==> src/rtl/doorlock_pkg.sv <==
// Shared key codes, display modes and FSM state type for the door-lock keypad path.
package doorlock_pkg;

  localparam logic [3:0] KEY_BKSP     = 4'd10;
  localparam logic [3:0] KEY_ENTER    = 4'd11;
  localparam logic [3:0] KEY_CLEAR    = 4'd12;

  localparam logic [1:0] MODE_IDLE    = 2'b00;
  localparam logic [1:0] MODE_ENTRY   = 2'b01;
  localparam logic [1:0] MODE_HOLD    = 2'b10;

  localparam logic [3:0] BLANK_NIBBLE = 4'hF;

  typedef enum logic [1:0] {
    IDLE,
    ENTRY,
    HOLD
  } state_e;

  function automatic logic [1:0] mode_of(input state_e s);
    logic [1:0] m;
    m = MODE_IDLE;
    case (s)
      ENTRY:   m = MODE_ENTRY;
      HOLD:    m = MODE_HOLD;
      default: m = MODE_IDLE;
    endcase
    return m;
  endfunction

endpackage

==> src/rtl/entry_timer.sv <==
// Loadable up-counter with synchronous clear and terminal-count compare.
module entry_timer #(
  parameter int unsigned W = 8
) (
  input  logic         clk,
  input  logic         reset_n,
  input  logic         clr,
  input  logic         load_en,
  input  logic [W-1:0] load_val,
  input  logic         en,
  input  logic [W-1:0] term,
  output logic         at_term
);

  logic [W-1:0] cnt_q, cnt_d;

  always_comb begin
    cnt_d = cnt_q;
    if (clr) begin
      cnt_d = '0;
    end else if (load_en) begin
      cnt_d = load_val;
    end else if (en) begin
      cnt_d = cnt_q + 1'b1;
    end
  end

  always_ff @(posedge clk or negedge reset_n) begin
    if (!reset_n) begin
      cnt_q <= '0;
    end else begin
      cnt_q <= cnt_d;
    end
  end

  assign at_term = (cnt_q == term);

endmodule

==> src/rtl/keypad_digit_entry.sv <==
// Collects decoded keypad digits into a 4-digit BCD buffer, drives the display
// word and hands completed codes to the lock compare logic.
module keypad_digit_entry
  import doorlock_pkg::*;
#(
  parameter int unsigned TIMEOUT_CYCLES = 50_000_000,
  parameter int unsigned HOLD_CYCLES    = 25_000_000
) (
  input  logic        clk,
  input  logic        reset_n,
  input  logic        key_valid,
  input  logic [3:0]  key_code,
  output logic [17:0] sevenseg_out,
  output logic        code_valid,
  output logic [15:0] code_out,
  output logic        entry_err,
  output logic [2:0]  digit_count
);

  localparam int unsigned TMAX = (TIMEOUT_CYCLES > HOLD_CYCLES) ? TIMEOUT_CYCLES : HOLD_CYCLES;
  localparam int unsigned TW   = $clog2(TMAX + 1);

  state_e      state_q, state_d;
  logic [15:0] buf_q, buf_d;
  logic [2:0]  cnt_q, cnt_d;
  logic [15:0] code_q, code_d;
  logic        cv_q, cv_d;
  logic        err_q, err_d;
  logic [17:0] seg_q, seg_d;

  logic          is_digit;
  logic          key_hit;
  logic          tmr_clr;
  logic          tmr_en;
  logic          tmr_at_term;
  logic [TW-1:0] tmr_term;

  assign is_digit = (key_code <= 4'd9);
  assign tmr_term = (state_q == HOLD) ? TW'(HOLD_CYCLES - 1) : TW'(TIMEOUT_CYCLES - 1);

  always_comb begin
    state_d = state_q;
    buf_d   = buf_q;
    cnt_d   = cnt_q;
    code_d  = code_q;
    cv_d    = 1'b0;
    err_d   = 1'b0;
    key_hit = 1'b0;

    case (state_q)
      IDLE: begin
        if (key_valid && is_digit) begin
          state_d = ENTRY;
          buf_d   = {{3{BLANK_NIBBLE}}, key_code};
          cnt_d   = 3'd1;
        end
      end

      ENTRY: begin
        // A key in the terminal cycle wins over the timeout; codes 13-15 are invisible.
        if (key_valid && (key_code <= KEY_CLEAR)) begin
          key_hit = 1'b1;
          if (is_digit) begin
            if (cnt_q < 3'd4) begin
              buf_d = {buf_q[11:0], key_code};
              cnt_d = cnt_q + 3'd1;
            end
          end else if (key_code == KEY_BKSP) begin
            buf_d = {BLANK_NIBBLE, buf_q[15:4]};
            cnt_d = (cnt_q == 3'd0) ? 3'd0 : cnt_q - 3'd1;
          end else if (key_code == KEY_CLEAR) begin
            state_d = IDLE;
            buf_d   = '1;
            cnt_d   = 3'd0;
          end else if (cnt_q == 3'd4) begin
            state_d = HOLD;
            code_d  = buf_q;
            cv_d    = 1'b1;
            cnt_d   = 3'd0;
          end else begin
            state_d = IDLE;
            err_d   = 1'b1;
            buf_d   = '1;
            cnt_d   = 3'd0;
          end
        end else if (tmr_at_term) begin
          state_d = IDLE;
          buf_d   = '1;
          cnt_d   = 3'd0;
        end
      end

      HOLD: begin
        if (tmr_at_term) begin
          state_d = IDLE;
          buf_d   = '1;
        end
      end

      default: begin
        state_d = IDLE;
        buf_d   = '1;
        cnt_d   = 3'd0;
      end
    endcase

    tmr_clr = (state_d != state_q) || key_hit || (state_q == IDLE);
    tmr_en  = (state_q != IDLE);
    seg_d   = {mode_of(state_d), buf_d};
  end

  entry_timer #(
    .W (TW)
  ) u_timer (
    .clk      (clk),
    .reset_n  (reset_n),
    .clr      (tmr_clr),
    .load_en  (1'b0),
    .load_val ('0),
    .en       (tmr_en),
    .term     (tmr_term),
    .at_term  (tmr_at_term)
  );

  always_ff @(posedge clk or negedge reset_n) begin
    if (!reset_n) begin
      state_q <= IDLE;
      buf_q   <= '1;
      cnt_q   <= '0;
      code_q  <= '0;
      cv_q    <= 1'b0;
      err_q   <= 1'b0;
      seg_q   <= {MODE_IDLE, 16'hFFFF};
    end else begin
      state_q <= state_d;
      buf_q   <= buf_d;
      cnt_q   <= cnt_d;
      code_q  <= code_d;
      cv_q    <= cv_d;
      err_q   <= err_d;
      seg_q   <= seg_d;
    end
  end

  assign sevenseg_out = seg_q;
  assign code_valid   = cv_q;
  assign code_out     = code_q;
  assign entry_err    = err_q;
  assign digit_count  = cnt_q;

endmodule

==> config.mk <==
export PLATFORM = sky130hd
export DESIGN_NAME = keypad_digit_entry
export DESIGN_NICKNAME = d
export VERILOG_FILES = /design/src/rtl/doorlock_pkg.sv /design/src/rtl/entry_timer.sv /design/src/rtl/keypad_digit_entry.sv
export SDC_FILE = /design/constraint.sdc
export NUM_CORES = 1
export LEC_CHECK = 0
export CORE_ASPECT_RATIO = 0.7
export CORE_MARGIN = 4
export CORE_UTILIZATION = 56
export DETAILED_ROUTE_END_ITERATION = 12
export PLACE_DENSITY = 0.92
export RECOVER_POWER = 100
export SLEW_MARGIN = 20
export SYNTH_ARGS = -nofsm -noshare
export SYNTH_HDL_FRONTEND = slang
export SYNTH_SLANG_ARGS = --single-unit
==> constraint.sdc <==
create_clock -name clk -period 2.5 [get_ports clk]
set_input_delay 0.5 -clock clk [delete_from_list [all_inputs] [get_ports clk]]
set_output_delay 0.5 -clock clk [all_outputs]
set_load 0.02 [all_outputs]
==> results of run 1 <==
per-stage QoR:
stage	worst slack [ps]	cell area, sq um	instances	power (mW)	hold slack (ps)
after floorplan	170	3670	379	1.16	204
after global placement	121	4320	503	1.22	471
after detailed placement	53.6	4320	503	1.22	482
after CTS	161	4520	519	2.15	164
after global routing	61.9	4510	519	2.21	509
final	157	4510	519	2.13	493
cells in the final DEF, fill, tap and decap left out, types with 3 or more instances in the layout:
cell / netlist / final
o211ai_1: 11 / 11
nand2_1: 25 / 25
clkdlybuf4s50_1: 0 / 3
o21bai_1: 7 / 7
xnor2_1: 13 / 13
o21ai_0: 14 / 14
o22ai_1: 9 / 9
mux2_2: 20 / 20
nor2_1: 45 / 45
o21a_1: 11 / 11
a21oi_1: 12 / 12
dlygate4sd3_1: 0 / 41
nand2b_1: 4 / 4
clkbuf_8: 0 / 10
ha_1: 4 / 4
nand4_1: 12 / 12
nor2b_1: 4 / 4
dfrtp_1: 51 / 51
and3_1: 6 / 6
xor2_1: 11 / 11
and4_1: 3 / 3
inv_1: 10 / 10
nor3_1: 12 / 12
nand3_1: 15 / 15
a22oi_1: 9 / 9
buf_4: 3 / 20
dfstp_2: 16 / 16
worst register-to-register path, cell delays in order, from the launching register on:
cell and delay [ps]:
dfrtp_1 430, or4_1 560, a211o_1 340, a211oi_4 360, a22oi_1 140, buf_4 210
o211ai_1 200
where the power goes:
group	switching [mW]	internal (mW)
clock	0.443	0.487
sequential	0.00473	1.09
combinational	0.0697	0.0385
total	0.517	1.61
final cells by class:
type                       count  area share, %
multi-input combinational    280           40.7
sequential                    67           37.6
inverter                      10          0.833
clock buffer                  10           3.05
tap                           78           2.16
timing repair buffer          68           14.2
clock inverter                 6           1.42
flip-flops by register name, summed over array words and instances, names as in the netlist:
register       cells
u_timer.cnt_q     26
sevenseg_out      18
code_out          16
digit_count        3
state_q            2
code_valid         1
entry_err          1
synth_stat cells, drive strengths merged (2+ instances only):
cell / n
and2: 3
a21oi: 12
dfrtp: 51
xor2: 11
nand3: 15
nand2b: 4
xnor2: 13
dfstp: 16
a31oi: 2
nand4: 12
buf: 8
clkbuf: 14
o211ai: 11
ha: 4
a22oi: 9
nor2b: 4
and4: 3
mux2: 20
nand2: 25
inv: 10
o21a: 11
or3: 3
o21ai: 15
nor2: 45
and3: 6
mux2i: 2
o21bai: 7
o22ai: 9
a2111oi: 2
nor3: 12
metal layers:
layer,global-route usage (%),vias to the layer above,share of wire (%)
met4,10.5,0,1.7
met3,7.62,16,8.5
met2,38.3,142,44
met1,34.2,1554,46
met5,0,-,0
li1,-,1487,-
cell families after synthesis:
| group | Yosys count |
|---|---|
| compound gates | 89 |
| xor+xnor | 24 |
| fa+ha+maj | 5 |
| buf+inv | 32 |
| flops | 67 |
| mux | 22 |
| simple gates | 140 |
how the worst max path moves through the flow:
stage | endpoint | start | cells after the start | slack, ps
2_1_floorplan | code_out[10]$_DFFE_PN0P_ | key_valid | 7 | 170
3_3_place_gp | sevenseg_out[0]$_DFF_PN1_ | key_code[0] | 6 | 120
3_5_place_dp | sevenseg_out[13]$_DFF_PN1_ | key_code[2] | 6 | 50
4_1_cts | digit_count[2] | digit_count[2]$_DFFE_PN0P_ | 1 | 160
5_1_grt | sevenseg_out[6]$_DFF_PN1_ | u_timer.cnt_q[23]$_DFFE_PN0P_ | 6 | 60
6_report | sevenseg_out[5]$_DFF_PN1_ | u_timer.cnt_q[7]$_DFFE_PN0P_ | 6 | 160
==> metrics.txt, run 1 <==
WHS Endpoint=u_timer.cnt_q[0]$_DFFE_PN0P_; setup bufs post-CTS=0; Worst R2R Path Depth=6; CP max stage cell=or4_1; Synth Instances=about 380; clock latency on the worst-skew pair=350 ps; violated checks=max-capacitance violations, max-slew violations; Final Slew Violations=about 70; Hold Startpoint=u_timer.cnt_q[0]$_DFFE_PN0P_; Max Fclk=around 430 MHz; number of cell rows=24; cell family with most CP delay=compound AO/OA/AOI/OAI gates; register area share after synthesis=46.3%; clk slew on worst S/H paths=around 70 ps; Worst EP required=around 2800 ps; GPL Wtd Cong=approximately 0.88; number of gates resized after CTS=0; H-tree levels=3; Post-Syn Area per Cell=between 9 and 10 sq um; Slew @ Worst Pin=roughly 1600 ps; Initial Util=58.4%; DR DRC count=0; worst reg2reg path startpoint=u_timer.cnt_q[7]$_DFFE_PN0P_; Tot GR Track Use=25.1%; worst flop-to-flop path endpoint=sevenseg_out[5]$_DFF_PN1_; CTS Hold Bufs=0; Post-DRT Antenna Nets=0; max-cap violation count=1; Fin. Hold Viols=0; root buf cell=clkbuf_8; multi-input logic area=between 1500 and 2000 sq um; syn nets=just under 400; Leakage=just under 2 nW; CP max FO=12; Max rail drop VDD=around 0.33 mV; DR vias=3199; Synth-to-Final Area Change=23.0%; Mapped Area=3670 sq um; Layout Utilization=between 70% and 80%; # diodes=0; XOR/XNOR Fraction of Synth Area=approximately 5.7%; largest net degree at the start of global routing=just under 70; final worst-path cycle share=93.7%; CP peak stage delay=560 ps; relative slew slack=-7.13%; die area=7930 sq um; Setup TNS=0 ps; simple-gate area share of the yosys netlist=19.1%; Hold Path Cell Cnt=1; Clock Skews=roughly 7.9 ps; I/O pins=between 40 and 50; flop2flop setup slack=about 160 ps; largest family of logic cells by synthesized area=simple AND/OR/NAND/NOR gates; Yosys reg bits=67; top_reg_cell synth=dfrtp_1; Synth Area in Adders=1.64%; hpwl dp=6.25 mm; minimum clock period=between 2000 and 2500 ps; Synth top area share=around a third; Netlist cell types=55; die height=about 76 microns; status=finished, violations left; Congestion Overflow GR=0; Core Footprint=6280 sq um; Via density=~6; Port Buffer Count=between 40 and 50; pwr dens=between 400 and 500 nW/um^2; Layout Nets=roughly 450; CTS Buf Count=9; crit path DAT=approximately 2600 ps; vias in the first global route=around 3200; CTS tree=done; Clock Sinks=67; die width=between 100 and 150 microns; register area=about 1700 sq um; DRT Pass-1 Iters=5; final wirelength=9.26 mm; filler instances=460; CP Launch Type=flip-flop; mux share of post-synthesis cell area=under 10%; layout cells sized above 1=between 15 and 20%; RSZ-0062 raised after global routing=false; cell taking the most area after synthesis=dfrtp_1; Synth area leaders=dfrtp_1 35%, dfstp_2 11%, mux2_2 6.1%; sum of buffers and inverters on the critical path=1; Post-synth EDFFs=0; Ys Warns=0; crit path kind=flip-flop to flip-flop; CP Capture Type=flip-flop; routed length per instance=about 18 microns; Starting DRT DRC Count=274; Clock Tree Buf Depth=2; HP Class=flip-flop to flip-flop; cells along the critical path=or4_1 > a211o_1 > a211oi_4 > a22oi_1 > buf_4 > o211ai_1; post-synthesis compound-gate area fraction=between 10% and 20%; Setup-failing EPs final=0; first-pass GRT wire length=about 15 mm; initial antenna violation count=0; Post-synth ARST share=100%
Note: power is estimated with default switching activity, not from simulation.
==> inputs of run 2 (changes only) <==
--- a/config.mk
+++ b/config.mk
@@ -10,7 +10,7 @@
 export CORE_UTILIZATION = 56
 export DETAILED_ROUTE_END_ITERATION = 12
 export PLACE_DENSITY = 0.92
-export RECOVER_POWER = 100
+export RECOVER_POWER = 50
 export SLEW_MARGIN = 20
 export SYNTH_ARGS = -nofsm -noshare
 export SYNTH_HDL_FRONTEND = slang
==> run 2 against run 1 <==
Net effect:
- the flow still finishes with violations (max-capacitance violations, max-slew violations)
- clock power about the same
- non-clock buffer count stayed put
- sequential power barely moved
- fmax is 0.46% lower
- count of clock-buffer cells in the layout stayed put
- via count rose by 0.88%
- critical path depth did not move
- cell area unchanged
- first-iteration DRC count decreased by 4.7%
- die area unchanged
- core utilization unchanged
- critical path type unchanged
==> metrics.txt, run 2 (synthesis results as in run 1) <==
die height=75.7 microns (unchanged); clk slew on worst S/H paths=70 ps (about the same); crit path kind=flip-flop to flip-flop; vias in the first global route=3196 (unchanged); setup ws final=146 ps (-10.9 ps); Synth-to-Final Area Change=23.0% (unchanged); Tot GR Track Use=25.1% (unchanged); Max Fclk=425 MHz (-0.46%); Largest Register=u_timer.cnt_q; DR DRC count=0 (unchanged); HP Class=flip-flop to flip-flop; pre-CTS setup slack=53.6 ps (unchanged); Crit. Startpoint=u_timer.cnt_q[7]$_DFFE_PN0P_; CTS Hold Bufs=0 (unchanged); filler instances=460 (unchanged); CTS Buf Count=9 (unchanged); DR vias=3227 (+0.88%); CP max stage cell=or4_1; root buf cell=clkbuf_8; Setup TNS=0 ps (unchanged); initial antenna violation count=0 (unchanged); CP peak stage delay=570 ps (about the same); Setup-failing EPs final=0 (unchanged); DRT Pass-1 Iters=5 (unchanged); die area=7930 sq um (unchanged); Final Slew Violations=68 (unchanged); Max rail drop VDD=0.332 mV (about the same); Layout Nets=447 (unchanged); Initial Util=58.4% (unchanged); I/O pins=46 (unchanged); worst flop-to-flop path endpoint=sevenseg_out[5]$_DFF_PN1_; most frequent cells in the layout=51 x dfrtp_1, 45 x nor2_1, 26 x clkdlybuf4s50_1; Slew @ Worst Pin=1610 ps (-0.433 ps); H-tree levels=3 (unchanged); Clock Tree Buf Depth=2 (unchanged); max-cap violation count=1 (unchanged); CTS tree=done; number of gates resized after CTS=0 (unchanged); number of cell rows=24 (unchanged); clock latency on the worst-skew pair=360 ps (about the same); crit path DAT=2620 ps (about the same); Post-DRT Antenna Nets=0 (unchanged); GPL Wtd Cong=0.879 (unchanged); CP endpoint=sevenseg_out[5]$_DFF_PN1_; GR Util met3=7.62% (unchanged); status=finished, violations left; routing usage on met1=34.2% (unchanged); pwr dens=473 nW/um^2 (about the same); final worst-path cycle share=94.2% (+0.44 points); routed length per instance=17.9 microns (+0.25%); Fin. Hold Viols=0 (unchanged); RSZ-0062 raised after global routing=false; Worst R2R Path Depth=6 (unchanged); Clock Skews=7.86 ps (+0.00708 ps); violated checks=max-capacitance violations, max-slew violations; met2 Usage GRT=38.3% (unchanged); Starting DRT DRC Count=261 (-4.7%); Via density=6.22 (+0.88%); relative slew slack=-7.10% (+0.029 points); cells along the critical path=or4_1 > a211o_1 > a211oi_4 > a22oi_1 > buf_4 > o211ai_1; largest net degree at the start of global routing=68 (unchanged); Congestion Overflow GR=0 (unchanged); most common cell after layout, fill and taps aside=dfrtp_1; Leakage=1.91 nW (-3.7%); setup bufs post-CTS=0 (unchanged); # diodes=0 (unchanged); CP max FO=12 (unchanged); final wirelength=9.28 mm (+0.25%); first-pass GRT wire length=15.5 mm (unchanged); die width=105 microns (unchanged); layout cells sized above 1=17.9% (unchanged); CP Capture Type=flip-flop; Power Total=2.13 mW (about the same); Worst EP required=2770 ps (about the same); Top Usage Layer GRT=met2; Clock Sinks=67 (unchanged); worst reg2reg path startpoint=u_timer.cnt_q[7]$_DFFE_PN0P_; minimum clock period=2350 ps (+10.9 ps); max reg flops=26 (unchanged); Core Footprint=6280 sq um (unchanged); Hold WS=492 ps (-1.54 ps); CP Launch Type=flip-flop; hpwl dp=6.25 mm (unchanged); Hold Path Cell Cnt=1 (unchanged); Port Buffer Count=45 (unchanged); flop2flop setup slack=150 ps (about the same)
==> run 2: critical path: cells and delay by family (launching register included) <==
family,cells,cell delay (ps)
AOI/OAI and AO/OA,4,1050
buffers and inverters,1,220
DFF,1,430
and+or+nand+nor,1,570
==> run 2: final cells by class <==
class / instances / area (sq um) / area share, %
Clock inverter: 6 / 63.8 / 1.42
Clock buffer: 10 / 138 / 3.05
Timing Repair Buffer: 68 / 641 / 14.2
Sequential cell: 67 / 1700 / 37.6
Inverter: 10 / 37.5 / 0.833
Multi-Input combinational cell: 280 / 1830 / 40.7
Tap cell: 78 / 97.6 / 2.16
==> run 2: power by group <==
part           leakage (nW)  switching (mW)  internal, mW
clock                0.0987           0.442         0.487
sequential            0.779         0.00489          1.09
combinational          1.04          0.0697        0.0400
total                  1.91           0.517          1.62
==> run 2: per-stage QoR <==
stage	area, sq um	cells	utilization [%]
5_1_grt	4510	519	71.8
3_3_place_gp	4320	503	68.9
2_1_floorplan	3670	379	-
3_5_place_dp	4320	503	68.9
6_report	4510	519	71.8
4_1_cts	4520	519	72.1
==> run 2: how the worst min path moves through the flow <==
| stage | startpoint | end | slack [ps] |
|---|---|---|---|
| floorplan | reset_n | code_out[0]$_DFFE_PN0P_ | 200 |
| detailed placement | u_timer.cnt_q[0]$_DFFE_PN0P_ | u_timer.cnt_q[0]$_DFFE_PN0P_ | 480 |
| finish | u_timer.cnt_q[0]$_DFFE_PN0P_ | u_timer.cnt_q[0]$_DFFE_PN0P_ | 490 |
| global placement | u_timer.cnt_q[0]$_DFFE_PN0P_ | u_timer.cnt_q[0]$_DFFE_PN0P_ | 470 |
| CTS | reset_n | state_q[0]$_DFF_PN0_ | 160 |
| global route | u_timer.cnt_q[0]$_DFFE_PN0P_ | u_timer.cnt_q[0]$_DFFE_PN0P_ | 510 |
==> run 2: per-layer routing <==
metal  share of wire [%]  wire (microns)
met1                  46            4240
met2                  44            4100
met3                 8.2             763
met4                 1.9             179
met5                   0               0
==> inputs of run 3 (changes only) <==
--- a/config.mk
+++ b/config.mk
@@ -7,9 +7,9 @@
 export LEC_CHECK = 0
 export CORE_ASPECT_RATIO = 0.7
 export CORE_MARGIN = 4
-export CORE_UTILIZATION = 56
+export CORE_UTILIZATION = 50
 export DETAILED_ROUTE_END_ITERATION = 12
-export PLACE_DENSITY = 0.92
+export PLACE_DENSITY = 0.88
 export RECOVER_POWER = 50
 export SLEW_MARGIN = 20
 export SYNTH_ARGS = -nofsm -noshare
==> constraint.sdc (replaced) <==
create_clock -name clk -period 2.08 [get_ports clk]
set_input_delay 0.416 -clock clk [delete_from_list [all_inputs] [get_ports clk]]
set_output_delay 0.416 -clock clk [all_outputs]
set_load 0.02 [all_outputs]
==> run 3 against run 2 <==
Net effect:
- the run ends with negative setup slack left
- critical path type unchanged
- power rose by 22%
- first-iteration DRC count rose by 66%
- count of clock-buffer cells in the layout rose by 1
- worst hold slack got worse by 240 ps
- clock skew rose by 2.9 ps
- largest cell class unchanged
- combinational power rose by 32%
==> metrics.txt, run 3 (synthesis results as in run 1) <==
crit path kind=flip-flop to flip-flop; Congestion Overflow GR=0 (unchanged); GPL Wtd Cong=0.917 (+4.3%); CTS tree=done; Layout Nets=485 (+8.5%); relative slew slack=23.6% (+31 points); Initial Util=52.8% (-5.6 points); filler instances=461 (+0.22%); worst reg2reg path startpoint=u_timer.cnt_q[6]$_DFFE_PN0P_; CP Capture Type=flip-flop; Leakage=2.09 nW (+9.4%); pwr dens=515 nW/um^2 (+8.8%); Synth-to-Final Area Change=38.1%; Clock Sinks=67 (unchanged); violated checks=negative setup slack; most frequent cells in the layout=50 x dfrtp_1, 48 x buf_4, 44 x clkdlybuf4s50_1; sum of buffers and inverters on the critical path=2 (+1); status=finished, violations left; Starting DRT DRC Count=432 (+66%); CP max stage cell=or4b_1; RSZ-0062 raised after global routing=true; register area=1700 sq um (about the same); die height=79.6 microns (+5.2%); Fin. Hold Viols=0 (unchanged); Post-Layout Cell Count=573 (+10%); CTS Hold Bufs=0 (unchanged); Via density=6.33 (+1.8%); vias in the first global route=3557 (+11%); root buf cell=clkbuf_8; final worst-path cycle share=109% (+15 points); Clock Skews=10.7 ps (+2.89 ps); H-tree levels=3 (unchanged); hpwl dp=7.38 mm (+18%); GR Util met3=6.31% (-1.3 points); HP Class=input port to asynchronous set/reset pin; Core Footprint=6940 sq um (+11%); CTS Buf Count=9 (unchanged); Worst EP required=2330 ps (-440 ps); I/O pins=46 (unchanged); CP Launch Type=flip-flop; routing usage on met1=36.1% (+2.0 points); Clock Tree Buf Depth=2 (unchanged); met2 Usage GRT=40.7% (+2.3 points); flop2flop setup slack=-190 ps (-340 ps); max reg flops=26 (unchanged); CP peak stage delay=550 ps (-20 ps); Setup TNS=-6330 ps (-6330 ps); number of cell rows=25 (+4.2%); die width=110 microns (+5.4%); cell family with most CP delay=simple AND/OR/NAND/NOR gates; most common cell after layout, fill and taps aside=dfrtp_1; DRT Pass-1 Iters=6 (+1); Max rail drop VDD=0.432 mV (+30%); multi-input logic area=2020 sq um (+10%); Worst R2R Path Depth=7 (+1); # diodes=0 (unchanged); clk slew on worst S/H paths=80 ps (about the same); die area=8790 sq um (+11%); DR DRC count=0 (unchanged); minimum clock period=2270 ps (-79.2 ps); DR vias=3626 (+12%); worst flop-to-flop path endpoint=u_timer.cnt_q[13]$_DFFE_PN0P_; final wirelength=11.6 mm (+25%); max-cap violation count=0 (-1); routed length per instance=20.3 microns (+14%); first-pass GRT wire length=17.8 mm (+15%); setup ws final=-195 ps (-341 ps); dpl cells=549 (+9.1%); layout cells sized above 1=29.9% (+12 points); largest net degree at the start of global routing=49 (-28%); Post-DRT Antenna Nets=0 (unchanged); Layout Utilization=72.9% (+1.1 points); crit path DAT=2520 ps (-100 ps); clock latency on the worst-skew pair=360 ps (about the same); Port Buffer Count=45 (unchanged); Max Fclk=440 MHz (+3.5%); cells along the critical path=or4b_1 > or3_4 > a211oi_4 > buf_6 > nand2b_4 > clkbuf_16 > nor2_1; Setup-failing EPs final=47 (+47); Final Slew Violations=0 (-100%); Top Usage Layer GRT=met2; CP max FO=7 (-5); Slew @ Worst Pin=1150 ps (-460 ps); Largest Register=u_timer.cnt_q; initial antenna violation count=0 (unchanged); Tot GR Track Use=26.4% (+1.3 points)
==> run 3: cell count changes in the layout (fill, tap and decap cells not counted), sizes merged <==
cell and change:
clkinv +1, clkdlybuf4s50 +18, buf +34, a22oi +1, dlygate4sd3 -18, clkbuf +4
clkinvlp -2
==> run 3: final cells by class <==
| type | instances | area share [%] |
|---|---|---|
| timing repair buffer | 105 | 19.6 |
| clock buffer | 11 | 2.79 |
| multi-input combinational | 281 | 39.8 |
| tap | 94 | 2.32 |
| sequential | 67 | 33.5 |
| inverter | 10 | 0.741 |
| clock inverter | 5 | 1.21 |
==> run 3: routing by layer <==
metal,routed length (microns),vias up,share of wire [%]
li1,-,1571,-
met1,4640,1739,40
met2,5290,268,45
met3,1250,48,11
met4,454,0,3.9
met5,0,-,0
==> run 3: metrics by stage <==
stage | cell area [sq um] | power (mW) | worst slack, ps | hold WS (ps)
final | 5060 | 2.61 | -195 | 255
after CTS | 4860 | 2.61 | -85.1 | 22.8
after global placement | 4590 | 1.48 | -170 | 406
after detailed placement | 4590 | 1.48 | -309 | 411
after global routing | 5060 | 2.68 | -217 | 348
after floorplan | 3680 | 1.40 | -139 | 120
==> run 3: how the worst max path moves through the flow <==
| stage | end | slack (ps) | depth (start not counted) | startpoint |
|---|---|---|---|---|
| 6_report | u_timer.cnt_q[13]$_DFFE_PN0P_ | -190 | 7 | u_timer.cnt_q[6]$_DFFE_PN0P_ |
| 3_3_place_gp | sevenseg_out[4]$_DFF_PN1_ | -170 | 7 | key_code[2] |
| 4_1_cts | sevenseg_out[14]$_DFF_PN1_ | -90 | 7 | u_timer.cnt_q[6]$_DFFE_PN0P_ |
| 5_1_grt | u_timer.cnt_q[13]$_DFFE_PN0P_ | -220 | 7 | u_timer.cnt_q[6]$_DFFE_PN0P_ |
| 2_1_floorplan | u_timer.cnt_q[15]$_DFFE_PN0P_ | -140 | 7 | u_timer.cnt_q[6]$_DFFE_PN0P_ |
| 3_5_place_dp | sevenseg_out[10]$_DFF_PN1_ | -310 | 7 | key_code[2] |
==> run 3: what timing repair did <==
| action | CTS | global route |
|---|---|---|
| hold endpoints to repair | 0 | 0 |
| endpoints found under the setup margin | 45 | 48 |
| pin swaps | 5 | 29 |
| setup buffers | 4 | 1 |
| gates resized for setup | 11 | 39 |
| gates cloned | 1 | 3 |
==> run 3: where the power goes <==
| group | internal [mW] | switching (mW) | leakage (nW) |
|---|---|---|---|
| Clock | 0.593 | 0.552 | 0.104 |
| Combinational | 0.0560 | 0.0886 | 1.21 |
| Sequential | 1.31 | 0.00644 | 0.778 |
